`src/rtl/keypad_scan_pkg.sv`:
```
// Shared types and constants for the keypad scanner and the lock FSM that consumes its key codes.
// Key code layout is {row_idx[1:0], col_idx[1:0]}.
package keypad_pkg;

  typedef enum logic [1:0] {
    SCAN     = 2'd0,
    DEBOUNCE = 2'd1,
    PRESSED  = 2'd2,
    RELEASE  = 2'd3
  } kp_state_e;

  localparam logic [3:0] ROW_IDLE  = 4'b1111;
  localparam logic [3:0] COL_NONE  = 4'b1111;
  localparam logic [3:0] ROW_FIRST = 4'b1110;

  // Digit values the lock FSM compares against; letters keep their hex value.
  localparam logic [3:0] DIGIT_STAR = 4'hE;
  localparam logic [3:0] DIGIT_HASH = 4'hF;

  function automatic logic [3:0] key_digit(input logic [3:0] code);
    logic [3:0] dig;
    case (code)
      4'd0:    dig = 4'd1;
      4'd1:    dig = 4'd2;
      4'd2:    dig = 4'd3;
      4'd3:    dig = 4'hA;
      4'd4:    dig = 4'd4;
      4'd5:    dig = 4'd5;
      4'd6:    dig = 4'd6;
      4'd7:    dig = 4'hB;
      4'd8:    dig = 4'd7;
      4'd9:    dig = 4'd8;
      4'd10:   dig = 4'd9;
      4'd11:   dig = 4'hC;
      4'd12:   dig = DIGIT_STAR;
      4'd13:   dig = 4'd0;
      4'd14:   dig = DIGIT_HASH;
      default: dig = 4'hD;
    endcase
    return dig;
  endfunction

  // Exactly one column pulled low; anything else is ghosting, multi-key or idle.
  function automatic logic single_low(input logic [3:0] pat);
    logic ok;
    case (pat)
      4'b1110, 4'b1101, 4'b1011, 4'b0111: ok = 1'b1;
      default:                            ok = 1'b0;
    endcase
    return ok;
  endfunction

  function automatic logic [1:0] col_index(input logic [3:0] pat);
    logic [1:0] idx;
    case (pat)
      4'b1110: idx = 2'd0;
      4'b1101: idx = 2'd1;
      4'b1011: idx = 2'd2;
      4'b0111: idx = 2'd3;
      default: idx = 2'd0;
    endcase
    return idx;
  endfunction

endpackage

```
`src/rtl/keypad_scan_tick_gen.sv`:
```
// Free-running scan-rate divider: one-clk tick every SCAN_DIV clocks.
// Shared with the display row driver so both scan at the same rate.
module scan_tick_gen #(
  parameter int unsigned SCAN_DIV = 62500
) (
  input  logic clk,
  input  logic rst,
  output logic tick
);

  localparam logic [15:0] CNT_LAST = 16'(SCAN_DIV - 1);

  logic [15:0] cnt_q;
  logic [15:0] cnt_d;

  assign tick = (cnt_q == CNT_LAST);

  always_comb begin
    if (tick) begin
      cnt_d = 16'd0;
    end else begin
      cnt_d = cnt_q + 16'd1;
    end
  end

  always_ff @(posedge clk or posedge rst) begin
    if (rst) begin
      cnt_q <= 16'd0;
    end else begin
      cnt_q <= cnt_d;
    end
  end

endmodule

```
`src/rtl/keypad_scan.sv`:
```
// 4x4 keypad scanner: row rotation, column synchronisation, press/release debounce, key events.
// Optional auto-repeat while held is built when KEYPAD_REPEAT_EN is defined.
module keypad_scan
  import keypad_pkg::*;
#(
  parameter int unsigned SCAN_DIV       = 62500,
  parameter int unsigned DEBOUNCE_SCANS = 4,
  parameter int unsigned REPEAT_SCANS   = 50
) (
  input  logic       clk,
  input  logic       rst,
  input  logic [3:0] col_in,
  output logic [3:0] row_out,
  output logic [3:0] key_code,
  output logic       key_valid,
  output logic       key_held
);

  if (DEBOUNCE_SCANS < 2 || DEBOUNCE_SCANS > 15 || REPEAT_SCANS < 2) begin : g_bad_cfg
    $error("keypad_scan: DEBOUNCE_SCANS must be 2..15 and REPEAT_SCANS at least 2");
  end

  localparam logic [3:0] DEB_LAST = 4'(DEBOUNCE_SCANS);

  logic       tick;
  logic [3:0] col_meta_q;
  logic [3:0] col_sync_q;

  kp_state_e  state_q;
  logic [3:0] row_q;
  logic [1:0] row_idx_q;
  logic [3:0] col_lat_q;
  logic [3:0] dcnt_q;
  logic [3:0] key_code_q;
  logic       key_valid_q;
  logic       key_held_q;

  logic [3:0] dcnt_d;
  logic [3:0] row_d;
  logic [1:0] row_idx_d;

  scan_tick_gen #(.SCAN_DIV(SCAN_DIV)) u_tick (
    .clk  (clk),
    .rst  (rst),
    .tick (tick)
  );

  always_ff @(posedge clk or posedge rst) begin
    if (rst) begin
      col_meta_q <= COL_NONE;
      col_sync_q <= COL_NONE;
    end else begin
      col_meta_q <= col_in;
      col_sync_q <= col_meta_q;
    end
  end

  assign dcnt_d    = dcnt_q + 4'd1;
  assign row_d     = {row_q[2:0], row_q[3]};
  assign row_idx_d = row_idx_q + 2'd1;

`ifdef KEYPAD_REPEAT_EN
  localparam int unsigned        RPT_W      = $clog2(REPEAT_SCANS + 1);
  localparam logic [RPT_W-1:0]   RPT_LAST   = RPT_W'(REPEAT_SCANS);
  localparam logic [RPT_W-1:0]   RPT_RELOAD = RPT_W'(REPEAT_SCANS - REPEAT_SCANS / 2);
  logic [RPT_W-1:0] rpt_q;
  logic [RPT_W-1:0] rpt_d;
  assign rpt_d = rpt_q + RPT_W'(1);
`endif

  // Row stays parked on the detected row from DEBOUNCE until the release is confirmed.
  always_ff @(posedge clk or posedge rst) begin
    if (rst) begin
      state_q     <= SCAN;
      row_q       <= ROW_FIRST;
      row_idx_q   <= 2'd0;
      col_lat_q   <= COL_NONE;
      dcnt_q      <= 4'd0;
      key_code_q  <= 4'd0;
      key_valid_q <= 1'b0;
      key_held_q  <= 1'b0;
`ifdef KEYPAD_REPEAT_EN
      rpt_q       <= '0;
`endif
    end else begin
      key_valid_q <= 1'b0;
      if (tick) begin
        case (state_q)
          SCAN: begin
            if (single_low(col_sync_q)) begin
              col_lat_q <= col_sync_q;
              dcnt_q    <= 4'd1;
              state_q   <= DEBOUNCE;
            end else begin
              row_q     <= row_d;
              row_idx_q <= row_idx_d;
            end
          end
          DEBOUNCE: begin
            if (col_sync_q == col_lat_q) begin
              dcnt_q <= dcnt_d;
              if (dcnt_d == DEB_LAST) begin
                key_code_q  <= {row_idx_q, col_index(col_lat_q)};
                key_valid_q <= 1'b1;
                key_held_q  <= 1'b1;
                state_q     <= PRESSED;
`ifdef KEYPAD_REPEAT_EN
                rpt_q       <= '0;
`endif
              end
            end else begin
              state_q   <= SCAN;
              row_q     <= row_d;
              row_idx_q <= row_idx_d;
            end
          end
          PRESSED: begin
            if (col_sync_q == COL_NONE) begin
              dcnt_q  <= 4'd1;
              state_q <= RELEASE;
`ifdef KEYPAD_REPEAT_EN
              rpt_q   <= '0;
`endif
            end else begin
`ifdef KEYPAD_REPEAT_EN
              if (rpt_d == RPT_LAST) begin
                key_valid_q <= 1'b1;
                rpt_q       <= RPT_RELOAD;
              end else begin
                rpt_q <= rpt_d;
              end
`else
              state_q <= PRESSED;
`endif
            end
          end
          RELEASE: begin
            if (col_sync_q == COL_NONE) begin
              dcnt_q <= dcnt_d;
              if (dcnt_d == DEB_LAST) begin
                key_held_q <= 1'b0;
                state_q    <= SCAN;
                row_q      <= row_d;
                row_idx_q  <= row_idx_d;
              end
            end else begin
              state_q <= PRESSED;
            end
          end
          default: begin
            state_q   <= SCAN;
            row_q     <= ROW_FIRST;
            row_idx_q <= 2'd0;
          end
        endcase
      end
    end
  end

  assign row_out   = row_q;
  assign key_code  = key_code_q;
  assign key_valid = key_valid_q;
  assign key_held  = key_held_q;

endmodule

```
`config.mk`:
```
export PLATFORM = sky130hd
export DESIGN_NAME = keypad_scan
export DESIGN_NICKNAME = d
export VERILOG_FILES = /design/src/rtl/keypad_scan_pkg.sv /design/src/rtl/keypad_scan_tick_gen.sv /design/src/rtl/keypad_scan.sv
export SDC_FILE = /design/constraint.sdc
export NUM_CORES = 1
export LEC_CHECK = 0
export CORE_ASPECT_RATIO = 1.75
export CORE_MARGIN = 2
export CORE_UTILIZATION = 50
export CTS_BUF_LIST = sky130_fd_sc_hd__clkbuf_4 sky130_fd_sc_hd__clkbuf_8
export DETAILED_ROUTE_END_ITERATION = 10
export DONT_BUFFER_PORTS = 1
export MAX_ROUTING_LAYER = met4
export PLACE_DENSITY_LB_ADDON = 0.08
export SLEW_MARGIN = 20
export SYNTH_ARGS = -nofsm -noshare
export SYNTH_HDL_FRONTEND = slang
export SYNTH_SLANG_ARGS = --single-unit
```
`constraint.sdc`:
```
create_clock -name clk -period 2.8 [get_ports clk]
set_clock_uncertainty 0.05 [all_clocks]
set_input_delay 0.42 -clock clk [delete_from_list [all_inputs] [get_ports clk]]
set_output_delay 0.42 -clock clk [all_outputs]
set_load 0.01 [all_outputs]
```
## Word-level counts from Yosys, hierarchy flattened

Cells that the tools add are included.

- Muxes and demuxes: 36
- Bitwise gates (word level): 0
- Div/mod/pow operators: 0
- Add/subtract/negate cells: 3
- Equal/unequal tests: 24
- Shift operators: 0
- Multiply operators: 0
- Reduce and logical (&&, ||, !) cells: 10
- $lt $le $gt $ge: 0

Operators by type and width:

| cell | number |
|---|---|
| 4-bit two-way mux | 8 |
| 4-bit equality test, second input constant | 6 |
| 2-bit two-way mux | 9 |
| 16-bit by 1-bit adder with 16-bit output, second input constant | 1 |
| 16-bit equality test, second input constant | 1 |
| 16-bit two-way mux | 1 |
| 2-bit != test, second input constant | 8 |
| 4-bit one-hot mux with 4 select lines | 1 |
| 4-bit by 3-bit equality test with 1-bit output, second input constant | 3 |
| 1-bit two-way mux | 12 |
| 2-bit one-hot mux with 3 select lines | 2 |
| 4-bit one-hot mux with 3 select lines | 1 |
| 6-bit AND reduction | 2 |
| 2-bit one-hot mux with 4 select lines | 1 |
| 4-bit AND reduction | 2 |
| 3-bit != test, second input constant | 2 |
| 5-bit AND reduction | 1 |
| 4-bit by 1-bit adder with 4-bit output, second input constant | 1 |
| 2-bit equality test, second input constant | 2 |
| 4-bit equality test | 1 |
| 4-bit OR reduction | 1 |
| 3-bit AND reduction | 1 |
| 3-bit nonzero test | 1 |
| 2-bit by 1-bit adder with 2-bit output, second input constant | 1 |
| 4 further kinds | 4 |

- Register bits: 46
- Memory bits (writable): 0
- Memory bits (read-only): 0
- Bits in latches: 0
- Output and inout bits: 10
- Word-level logic and storage cells: 84
- Bits of input ports: 6
- Memories: 0

## Logic depth before layout (Yosys ltp)

Gate-level depths: netlist of run 1.

- Depth after elaboration: 7
- Gate-level depth with buffers: 8
- Mapped depth without buffers: 7

## Cells and area by module

From an unflattened synthesis of run 1, not the netlist that was laid out.

- Cell total of the unflattened synthesis: 186
- Area, all modules: 2117.0 um2

Modules (own cells, without submodules):

| module | seq. area each (um2) | cells each | area each (um2) | times used |
|---|---|---|---|---|
| keypad_scan | 769.5 | 115 | 1348.8 | 1 |
| scan_tick_gen | 400.4 | 71 | 768.2 | 1 |

## Least setup slack after synthesis of run 1

No wires, ideal clock.

- Path type: reg2reg
- Start point: register dcnt_q[0]
- End point: register key_code_q[3] (netlist: key_code[3])
- Library setup time: 0.127 ns
- Arrival: 1.973 ns
- Stages on the path, launching flop included: 8
- Buffers on the path: 0
- Path slack: 0.649 ns
- Clock period less this slack: 2.151 ns
- Required time: 2.623 ns
- Cell sequence: dfrtp_1 -> ha_1 -> inv_1 -> or4_4 -> or3_4 -> or2_4 -> inv_2 -> mux2_1

- Word-level cells in the longest chain between the ends: 3

RTL lines:

| what | line | RTL |
|---|---|---|
| from (decl) | keypad_scan.sv:33 | `logic [3:0] dcnt_q;` |
| from (signal assigned) | keypad_scan.sv:101 | `dcnt_q <= dcnt_d;` |
| from (signal assigned) | keypad_scan.sv:139 | `dcnt_q <= dcnt_d;` |
| 4-bit by 1-bit adder with 4-bit output | keypad_scan.sv:58 | `assign dcnt_d = dcnt_q + 4'd1;` |
| 4-bit by 3-bit equality test with 1-bit output | keypad_scan.sv:102 | `if (dcnt_d == DEB_LAST) begin` |
| 4-bit AND reduction (no line) | n/a |  |
| to (signal assigned) | keypad_scan.sv:103 | `key_code_q <= {row_idx_q, col_index(col_lat_q)};` |
| to (decl) | keypad_scan.sv:34 | `logic [3:0] key_code_q;` |

Every way passes these cells.
A chain may end at the register's enable or synchronous reset.

## Worst setup path after layout of run 1

- Start point: register u_tick.cnt_q[0]
- End point: register row_q[0] (netlist: row_out[0])

- Word-level cells in the longest chain between the ends: 2

RTL lines:

| what | line | RTL |
|---|---|---|
| from (decl) | keypad_scan_tick_gen.sv:13 | `logic [15:0] cnt_q;` |
| from (signal assigned) | keypad_scan_tick_gen.sv:30 | `cnt_q <= cnt_d;` |
| 16-bit equality test | keypad_scan_tick_gen.sv:16 | `assign tick = (cnt_q == CNT_LAST);` |
| 6-bit AND reduction (no line) | n/a |  |
| to (signal assigned) | keypad_scan.sv:95 | `row_q <= row_d;` |
| to (signal assigned) | keypad_scan.sv:113 | `row_q <= row_d;` |
| to (signal assigned) | keypad_scan.sv:143 | `row_q <= row_d;` |
| to (decl) | keypad_scan.sv:30 | `logic [3:0] row_q;` |

Every way passes these cells.

==> key figures, run 1 <==
Finish
  • Most common library cell in the layout ignoring fill and taps: dfrtp_1
  • Area growth, synth to finish: 8.28%
  • Top library cells by usage in the layout, fill and taps aside: dfrtp_1 (31), dfstp_2 (15), nand2_1 (13), nand3_1 (12), xor2_1 (12)
  • Number of antenna diodes: 0
  • Final #Nets: between 150 and 200
  • Final Util: a little under three fifths
  • Ratio of cells with drive above 1 in the final layout: 23.6%
  • Final non-filler cell total: 230

Pwr
  • Leak Pwr: about 0.99 nW
  • Clock power share: a little over 40%
  • Overall power consumption: between 1 and 1.5 mW
  • Part of the power in combinational logic: under 10%
  • Switching share of total power: between 20% and 30%
  • VDD IR-drop max: 405 uV
  • Net switching component of the power: 243 uW
  • Sequential share of power: 57.2%
  • Power density over the cells: ~540 nW/um2
  • Cell Int Power: ~950 uW

Logic synthesis
  • Mean instance size in the synthesized netlist: 11.5 um2
  • Area share of the leading cell type in the synthesized netlist: roughly two fifths
  • Mapped cell area: between 2000 and 2500 um2
  • Area leader, netlist: dfrtp_1
  • Flip-flop cell with the highest count after synthesis: dfrtp_1
  • Synthesized net count: 185
  • Proportion of register bits with asynchronous set or reset after synthesis: 100%
  • Number of flops mapped to enable cells by yosys: 0
  • Post-synthesis cell type count: 42
  • Syn Inst Count: 177
  • Yosys reg bits: between 40 and 50
  • Post-synthesis sequential area ratio: about 57%
  • Leading cell types by total area after synthesis: dfrtp_1 (38%), dfstp_2 (19%), xor2_1 (5.2%)
  • Yosys Warn Count: 0

Route
  • Number of remaining DRC errors: 0
  • Iteration count of the initial detailed-routing pass: 4
  • Drt first-iter violations: 22
  • Routed wire length: roughly 3700 um
  • WL/cell: 16.0 um
  • Antenna-violating nets left: 0
  • Vias post-DR: 1308
  • Vias per Instance: roughly 5.7

CTS
  • Setup bufs post-CTS: 0
  • Maximum count of clock buffers along a single path: 2
  • Number of buffers inserted by hold repair at cts: 0
  • Number of buffers created by CTS: 5
  • Clock tree from TritonCTS: yes
  • Clock slew at the register clock pins of the worst setup and hold paths: 0.08 ns
  • Clock Tree Root: clkbuf_8
  • Number of gates given a new drive strength after cts: 0
  • Level count of the clock H-tree: 2
  • Clk_lat worst skew: around 0.29 ns
  • CTS Sinks: between 40 and 50

Placed design
  • Count of buffers from port buffering: 0
  • Placed wire-length estimate after detailed placement: about 2700 um
  • Routability congestion estimate: 0.768
  • Cell total after placement: between 200 and 250

Die
  • Die width: roughly 52 um
  • Initial Utilization: a little over half
  • DIE HEIGHT: roughly 90 um
  • Total core area: between 3000 and 4000 um2
  • Number of top-level design ports: 16
  • Overall die area: approximately 4600 um2
  • Count of standard-cell rows: 30

STA
  • Final critical path time including I/O delays and setup: between 2 and 2.5 ns
  • Unrepaired setup endpoints after global routing: no
  • Setup Viol. Count Final: 0
  • Hold violation count in the final report: 0
  • Slew Viols, Final: 0
  • Worst hold slack: 0.0391 ns
  • Share of the cycle needed by the critical path after routing: between 80% and 90%
  • Setup TNS: 0 ns
  • Relative slew slack: a little over half
  • Tightest Pin Transition: a little under 0.7 ns
  • Max Freq: between 0.4 and 0.5 GHz

Critical path
  • Critical-path top delay cell: or3_1
  • Worst Reg2Reg Path Length in Cells: 6
  • Reg2reg start: u_tick.cnt_q[0]
  • Worst setup path class: flop to flop
  • Kind of cell adding the most delay to the critical path: simple AND/OR/NAND/NOR gates
  • Critical path depth: 6
  • Beginning of the critical path: u_tick.cnt_q[0]
  • Max stage delay on crit path: around 0.46 ns
  • Maximum fanout along the worst path: 10
  • Register-to-Register Setup Slack: between 0.4 and 0.5 ns
  • CP Data Arrival Time: 2.44 ns
  • Worst Setup End Kind: flop
  • CP Cell Sequence: ha_1 > and4bb_2 > and4_1 > nand2_1 > or3_1 > mux2_2
  • Count of buffer and inverter cells on the critical path: 0
  • Kind of launch point of the worst setup path: flop
  • Data required time at the worst endpoint: 2.93 ns

Global routing
  • Grt ovf: 0
  • Number of global-route vias before repair: between 1000 and 1500
  • Antenna violations before repair: 0
  • Maximum number of pins on one net before global-route repair: 33
  • Total Routing Usage GR: a little under a fifth
  • First-pass GRT wire length: 6330 um

Outcome
  • Outcome: finished, final reports clean

Worst hold path
  • Path type of the worst min-delay path: input pin to asynchronous set/reset pin

Flow run
  • Maxcap violations: 0
-- power by group through the flow --
stage / Combinational [mW] / Clock, mW / Sequential, mW
3_3_place_gp: 0.0236 / 0 / 0.693
6_report: 0.0234 / 0.485 / 0.681
5_1_grt: 0.0274 / 0.531 / 0.682
3_5_place_dp: 0.0246 / 0 / 0.693
4_1_cts: 0.0245 / 0.504 / 0.681
2_1_floorplan: 0.0206 / 0 / 0.690
-- worst reg2reg max path, stage by stage (launching register included) --
cell and delay, ns:
dfrtp_1 0.41, ha_1 0.27, and4bb_2 0.23, and4_1 0.40, nand2_1 0.08, or3_1 0.46
mux2_2 0.31
-- path summary, 6_finish.rpt --
kind                               endpoint
min in group clk              col_meta_q[3]
hold / removal             u_tick.cnt_q[15]
max in group asynchronous        row_out[2]
setup reg to reg                 row_out[0]
hold reg to reg               col_sync_q[3]
setup / recovery                 row_out[0]
-- state kept, by name, summed over array words and instances, names as in the netlist, 4 cells and up --
register and flops:
u_tick.cnt_q 16, col_sync_q 4, col_meta_q 4, col_lat_q 4, dcnt_q 4, key_code 4, row_out 4
-- per-stage QoR --
step / setup slack, ns / area (um2)
global placement: 0.581 / 2100
CTS: 0.489 / 2210
finish: 0.489 / 2210
floorplan: 0.649 / 2040
detailed placement: 0.533 / 2100
global route: 0.292 / 2210
-- layer usage --
metal  GRT usage [%]  share of wire, %
met5               -                 0
met4            8.62               1.4
met3            4.22               2.6
met2            34.9                58
met1            18.5                38
-- cell type report --
cell class / count / area [um2]
inverters: 7 / 26.3
well taps: 48 / 60.1
clock inverters: 3 / 45.0
fillers: 338 / 1690
multi-input cells: 119 / 825
flip-flops and latches: 46 / 1170
clock buffers: 5 / 68.8
repair buffers: 2 / 15.0
-- Yosys cell counts, drive strengths merged (2+ instances only) --
cell type  number
dfrtp          31
dfstp          15
nand2          13
nand3          12
xor2           12
mux2           10
nor2           10
o21ai          10
xnor2          10
inv             7
and3            5
clkbuf          4
or3             4
nand4           3
nor3            3
a21oi           2
ha              2
nand4b          2
nor2b           2
o211ai          2
or2             2
-- logic make-up after synthesis --
kind of cell / after synthesis / synth area share, %
AOI/OAI and AO/OA: 22 / 6.87
xor gates and xnor gates: 22 / 9.44
adders and majority gates: 2 / 1.23
buffers and inverters: 12 / 2.27
DFF: 46 / 57.3
muxes: 10 / 5.70
and+or+nand+nor: 63 / 17.2
Note: power is estimated with default switching activity, not from simulation.
==> inputs of run 2 (changes only) <==
==> constraint.sdc (replaced) <==
create_clock -name clk -period 2 [get_ports clk]
set_clock_uncertainty 0.05 [all_clocks]
set_input_delay 0.3 -clock clk [delete_from_list [all_inputs] [get_ports clk]]
set_output_delay 0.3 -clock clk [all_outputs]
set_load 0.01 [all_outputs]
==> run 2 against run 1 <==
  * The run now ends with negative hold slack, negative setup slack left
  * Largest cell class unchanged
  * First-iteration DRC count shrank 9.1%
  * Setup slack worse by 0.70 ns
  * Non-clock buffer count up 41
==> key figures, run 2 (same netlist as run 1, synthesis figures left out) <==
Outcome
  • Outcome: finished, violations left
  • Violated checks: negative hold slack, negative setup slack

Route
  • Number of remaining DRC errors: 0 (unchanged)
  • Vias post-DR: 1473 (+13%)
  • Iteration count of the initial detailed-routing pass: 4 (unchanged)
  • Antenna-violating nets left: 0 (unchanged)
  • WL/cell: 15.2 um (-4.8%)
  • Vias per Instance: 5.44 (-4.4%)
  • Drt first-iter violations: 20 (-9.1%)
  • Routed wire length: 4120 um (+12%)

Finish
  • Most common library cell in the layout ignoring fill and taps: buf_4
  • Final #Nets: 230 (+22%)
  • Fillers: 326 (-3.6%)
  • Final Util: 66.3% (+9.6 points)
  • Ratio of cells with drive above 1 in the final layout: 40.4% (+17 points)
  • Sequential cell area: 1170 um2 (unchanged)
  • Area growth, synth to finish: 26.7%
  • Flip-flop count of the largest register, all copies and words added: 16 (unchanged)
  • Area of the multi-input gates: 882 um2 (+7.0%)
  • Top library cells by usage in the layout, fill and taps aside: buf_4 (38), dfrtp_1 (31), dfstp_2 (15)
  • Final non-filler cell total: 271 (+18%)
  • Register with the most flip-flops: u_tick.cnt_q
  • Number of antenna diodes: 0 (unchanged)
  • Post-Layout Inst Area: 2590 um2 (+17%)

Global routing
  • Maximum number of pins on one net before global-route repair: 47 (+42%)
  • Grt ovf: 0 (unchanged)
  • Antenna violations before repair: 0 (unchanged)
  • Number of global-route vias before repair: 1614 (+12%)
  • First-pass GRT wire length: 7090 um (+12%)
  • Total Routing Usage GR: 21.2% (+2.1 points)

Die
  • Initial Utilization: 52.3% (unchanged)
  • Die width: 52.3 um (unchanged)
  • Total core area: 3900 um2 (unchanged)
  • DIE HEIGHT: 88.5 um (unchanged)
  • Number of top-level design ports: 16 (unchanged)
  • Overall die area: 4630 um2 (unchanged)
  • Count of standard-cell rows: 30 (unchanged)

STA
  • Max Freq: 0.452 GHz (+4.4%)
  • Share of the cycle needed by the critical path after routing: 111% (+28 points)
  • Hold violation count in the final report: 4 (+4)
  • Setup TNS: -0.981 ns (-0.981 ns)
  • Slew Viols, Final: 0 (unchanged)
  • Relative slew slack: 62.3% (+7.8 points)
  • PnR worst setup slack: -0.214 ns (-0.703 ns)
  • Tightest Pin Transition: 0.565 ns (-0.116 ns)
  • Worst hold slack: -0.00440 ns (-0.0435 ns)
  • Final critical path time including I/O delays and setup: 2.21 ns (-0.0966 ns)
  • Unrepaired setup endpoints after global routing: yes
  • Setup Viol. Count Final: 10 (+10)

Critical path
  • Worst Setup End Kind: flop
  • Beginning of the critical path: dcnt_q[1]
  • Data required time at the worst endpoint: 2.13 ns (-0.80 ns)
  • Worst setup path class: flop to flop
  • Register-to-Register Setup Slack: -0.21 ns (-0.70 ns)
  • Max stage delay on crit path: 0.48 ns (+0.02 ns)
  • CP Cell Sequence: ha_2 > inv_2 > or4_4 > or3_4 > or2_4 > inv_4 > mux2_4
  • Worst setup path endpoint: key_code[3]
  • Crit Reg-Reg Endpoint: key_code[3]
  • Maximum fanout along the worst path: 3 (-7)
  • Kind of launch point of the worst setup path: flop
  • CP Data Arrival Time: 2.35 ns (-0.09 ns)
  • Reg2reg start: dcnt_q[1]
  • Critical-path top delay cell: or4_4
  • Worst Reg2Reg Path Length in Cells: 7 (+1)

Pwr
  • Cell Int Power: 1.33 mW (+41%)
  • Leak Pwr: 1.20 nW (+22%)
  • Net switching component of the power: 342 uW (+41%)
  • Clock power share: 40.2% (-0.6 points)
  • Part of the power in combinational logic: 2.9% (+0.9 points)
  • VDD IR-drop max: 654 uV (+61%)
  • Power density over the cells: 648 nW/um2 (+20%)
  • Sequential share of power: 56.9% (-0.3 points)
  • Switching share of total power: 20.4% (-0.034 points)

CTS
  • CTS Sinks: 46 (unchanged)
  • Clock slew at the register clock pins of the worst setup and hold paths: 0.08 ns (about the same)
  • Maximum count of clock buffers along a single path: 2 (unchanged)
  • Clock tree from TritonCTS: yes
  • Clk_lat worst skew: 0.30 ns (about the same)
  • Clock Tree Root: clkbuf_8
  • Level count of the clock H-tree: 2 (unchanged)
  • Number of buffers created by CTS: 5 (unchanged)

Placed design
  • Routability congestion estimate: 0.862 (+12%)
  • Placed wire-length estimate after detailed placement: 3010 um (+12%)
  • Placed cell areas: 2360 um2 (+13%)
  • Count of buffers from port buffering: 0 (unchanged)
  • Cell total after placement: 256 (+15%)

Worst hold path
  • Path type of the worst min-delay path: input pin to asynchronous set/reset pin

Flow run
  • Maxcap violations: 0 (unchanged)
run 2: power groups by stage:
stage | combinational [mW] | clock (mW) | sequential [mW]
6_report | 0.0492 | 0.673 | 0.953
5_1_grt | 0.0563 | 0.726 | 0.955
4_1_cts | 0.0485 | 0.688 | 0.954
3_3_place_gp | 0.0394 | 0 | 0.970
3_5_place_dp | 0.0413 | 0 | 0.971
2_1_floorplan | 0.0294 | 0 | 0.966
run 2: worst min path at each step:
stage | slack, ns | start | end | cells after the start
final | -0.004 | rst | u_tick.cnt_q[11] | 2
after global routing | 0.08 | rst | u_tick.cnt_q[10] | 2
after CTS | 0.006 | rst | u_tick.cnt_q[11] | 2
after detailed placement | 0.25 | col_in[2] | col_meta_q[2] | 0
after global placement | 0.25 | col_in[3] | col_meta_q[3] | 0
after floorplan | 0.25 | col_in[0] | col_meta_q[0] | 0
run 2: area by class of cell:
cell class                 instances  area share [%]
inverter                           7            1.11
tap                               48            2.32
multi-input combinational        119            34.1
clock inverter                     3            1.55
sequential                        46            45.2
clock buffer                       5            2.66
timing repair buffer              43            13.0
run 2: through the flow:
stage	setup WS, ns	power [mW]
final	-0.214	1.68
after global routing	-0.271	1.74
after CTS	-0.204	1.69
after detailed placement	-0.183	1.01
after global placement	-0.139	1.01
after floorplan	-0.151	0.995
run 2: timing repair:
| item | 4_1_cts | 5_1_grt |
|---|---|---|
| setup endpoints to repair | 13 | 16 |
| gates resized for setup | 5 | 11 |
| hold buffers | 4 | 0 |
| pin swaps | 0 | 3 |
| buffers inserted | 0 | 3 |
| cloned | 0 | 0 |
| hold endpoints to repair | 4 | 0 |
run 2: layer usage:
metal  up-vias  wire (um)  track usage [%]  part of all wire, %
met5         -          0                -                    0
met1       732       1550             21.6                   38
met2        25       2370             38.0                   58
met3        11         95             4.22                  2.3
li1        705          -                -                    -
met4         0        102             9.56                  2.5
run 2: worst max-delay path: cells and delay by family, from the launching register on:
family                   cells  cell delay (ns)
adder cells (fa/ha/maj)      1             0.18
buffers and inverters        2             0.10
flip-flops                   1             0.38
multiplexers                 1             0.28
AND/OR/NAND/NOR              3             1.10
==> inputs of run 3 (changes only) <==
==> constraint.sdc (replaced) <==
create_clock -name clk -period 2 [get_ports clk]
set_clock_uncertainty 0.05 [all_clocks]
set_input_delay 0.4 -clock clk [delete_from_list [all_inputs] [get_ports clk]]
set_output_delay 0.4 -clock clk [all_outputs]
set_load 0.01 [all_outputs]
==> run 3 against run 2 <==
  * The flow finishes with violations (negative setup slack)
  * Register-to-register slack improved by 0.04 ns
  * Sequential share of layout area is 1.1 points lower
  * Combinational power grew 2%
  * Design area up 2.6%
  * Power up 11%
  * Sequential cell count unchanged
  * Cell count grew 1.1%
  * Clock-buffer cell count rose by 1
  * Global-route usage is 0.16 points higher
  * Sequential power is essentially flat
  * Critical path type unchanged
  * Critical endpoint unchanged
  * Largest cell class unchanged
==> key figures, run 3 (same netlist as run 1, synthesis figures left out) <==
Pwr
  • Overall power consumption: 1.86 mW (+11%)
  • Switching share of total power: 19.4% (-1.0 points)
  • Cell Int Power: 1.50 mW (+12%)
  • Clock power share: 46.1% (+5.9 points)
  • Power density over the cells: 701 nW/um2 (+8.3%)
  • Leak Pwr: 1.23 nW (+2.6%)
  • VDD IR-drop max: 460 uV (-30%)
  • Sequential share of power: 51.2% (-5.7 points)
  • Part of the power in combinational logic: 2.7% (-0.2 points)
  • Net switching component of the power: 360 uW (+5.4%)

Global routing
  • Antenna violations before repair: 0 (unchanged)
  • Maximum number of pins on one net before global-route repair: 47 (unchanged)
  • Total Routing Usage GR: 21.4% (+0.16 points)
  • First-pass GRT wire length: 7110 um (+0.28%)
  • Grt ovf: 0 (unchanged)
  • Number of global-route vias before repair: 1655 (+2.5%)

Finish
  • Number of antenna diodes: 0 (unchanged)
  • Fillers: 299 (-8.3%)
  • Ratio of cells with drive above 1 in the final layout: 42.9% (+2.6 points)
  • Top library cells by usage in the layout, fill and taps aside: buf_4 (44), dfrtp_1 (31), dfstp_2 (15), nand2_1 (13)
  • Final #Nets: 233 (+1.3%)
  • Register with the most flip-flops: u_tick.cnt_q
  • Final Util: 67.9% (+1.7 points)
  • Area growth, synth to finish: 30.0%
  • Most common library cell in the layout ignoring fill and taps: buf_4
  • Flip-flop count of the largest register, all copies and words added: 16 (unchanged)

Flow run
  • Maxcap violations: 0 (unchanged)

Die
  • Initial Utilization: 52.3% (unchanged)
  • DIE HEIGHT: 88.5 um (unchanged)
  • Count of standard-cell rows: 30 (unchanged)
  • Total core area: 3900 um2 (unchanged)
  • Overall die area: 4630 um2 (unchanged)
  • Die width: 52.3 um (unchanged)
  • Number of top-level design ports: 16 (unchanged)

Placed design
  • Routability congestion estimate: 0.845 (-2.0%)
  • Placed wire-length estimate after detailed placement: 2970 um (-1.4%)
  • Count of buffers from port buffering: 0 (unchanged)
  • Post-placement setup slack: -0.185 ns (-0.00171 ns)

STA
  • Setup Viol. Count Final: 5 (-5)
  • PnR worst setup slack: -0.179 ns (+0.0354 ns)
  • Setup TNS: -0.612 ns (+0.368 ns)
  • Share of the cycle needed by the critical path after routing: 109% (-1.8 points)
  • Tightest Pin Transition: 0.564 ns (-0.00178 ns)
  • Hold violation count in the final report: 0 (-4)
  • Final critical path time including I/O delays and setup: 2.18 ns (-0.0354 ns)
  • Unrepaired setup endpoints after global routing: yes
  • Slew Viols, Final: 0 (unchanged)
  • Relative slew slack: 62.4% (+0.12 points)
  • Worst hold slack: 0.0341 ns (+0.0385 ns)
  • Max Freq: 0.459 GHz (+1.6%)

Critical path
  • CP Data Arrival Time: 2.32 ns (-0.03 ns)
  • Kind of cell adding the most delay to the critical path: simple AND/OR/NAND/NOR gates
  • Reg2reg start: dcnt_q[1]
  • Worst setup path class: flop to flop
  • Beginning of the critical path: dcnt_q[1]
  • Crit Reg-Reg Endpoint: key_code[3]
  • Data required time at the worst endpoint: 2.14 ns (about the same)
  • Critical path depth: 7 (unchanged)
  • Register-to-Register Setup Slack: -0.18 ns (+0.04 ns)
  • Count of buffer and inverter cells on the critical path: 2 (unchanged)
  • Maximum fanout along the worst path: 3 (unchanged)
  • Worst Setup End Kind: flop
  • Critical-path top delay cell: or4_4
  • Worst setup path endpoint: key_code[3]
  • Max stage delay on crit path: 0.48 ns (about the same)
  • Kind of launch point of the worst setup path: flop
  • Worst Reg2Reg Path Length in Cells: 7 (unchanged)
  • CP Cell Sequence: ha_2 > inv_2 > or4_4 > or3_4 > or2_4 > inv_4 > mux2_4

CTS
  • Number of buffers inserted by hold repair at cts: 0 (-4)
  • Maximum count of clock buffers along a single path: 2 (unchanged)
  • Level count of the clock H-tree: 2 (unchanged)
  • Clock slew at the register clock pins of the worst setup and hold paths: 0.09 ns (about the same)
  • Clock Tree Root: clkbuf_8
  • CTS Sinks: 46 (unchanged)
  • Clock tree from TritonCTS: yes
  • Clk_lat worst skew: 0.30 ns (about the same)
  • Number of buffers created by CTS: 5 (unchanged)

Outcome
  • Violated checks: negative setup slack
  • Outcome: finished, violations left

Worst hold path
  • Cell count of the worst hold path: 0
  • Path type of the worst min-delay path: input pin to flop

Route
  • Drt first-iter violations: 23 (+15%)
  • Vias post-DR: 1474 (+0.068%)
  • Number of remaining DRC errors: 0 (unchanged)
  • Vias per Instance: 5.38 (-1.0%)
  • Routed wire length: 4080 um (-0.97%)
  • Antenna-violating nets left: 0 (unchanged)
  • WL/cell: 14.9 um (-2.1%)
  • Iteration count of the initial detailed-routing pass: 4 (unchanged)
==> run 3: metrics by stage <==
step	instances	instance area, um2
2_1_floorplan	177	2060
3_3_place_gp	258	2380
3_5_place_dp	258	2380
4_1_cts	275	2620
5_1_grt	274	2650
6_report	274	2650
==> run 3: routing by layer <==
metal	part of all wire [%]	GRT usage, %	vias up
li1	-	-	709
met1	37	20.5	733
met2	59	40.6	27
met3	2.6	4.05	5
met4	1.7	7.69	0
met5	0	-	-
==> run 3: power groups by stage <==
stage | logic [mW] | clock network [mW] | registers [mW]
global route | 0.0570 | 0.897 | 0.955
global placement | 0.0413 | 0 | 0.970
CTS | 0.0435 | 0.869 | 0.953
floorplan | 0.0294 | 0 | 0.966
detailed placement | 0.0432 | 0 | 0.971
finish | 0.0502 | 0.857 | 0.953
==> run 3: what timing repair did <==
item	4_1_cts	5_1_grt
setup endpoints to repair	14	19
gates resized for setup	11	10
hold endpoints to repair	0	0
setup buffers	10	4
pin swaps	2	4
==> run 3: how the worst min path moves through the flow <==
stage | slack, ns | startpoint | endpoint
detailed placement | 0.30 | col_meta_q[0] | col_sync_q[0]
floorplan | 0.30 | col_meta_q[0] | col_sync_q[0]
global route | 0.02 | col_in[2] | col_meta_q[2]
global placement | 0.30 | col_meta_q[3] | col_sync_q[3]
finish | 0.03 | col_in[2] | col_meta_q[2]
CTS | 0.03 | col_in[2] | col_meta_q[2]
==> run 3: area by class of cell <==
class | count | area, um2 | share of cell area (%)
clock buffer | 6 | 82.6 | 3.11
multi-input combinational | 119 | 898 | 33.9
clock inverter | 2 | 60.1 | 2.26
inverter | 7 | 28.8 | 1.08
timing repair buffer | 46 | 353 | 13.3
sequential | 46 | 1170 | 44.1
tap | 48 | 60.1 | 2.26
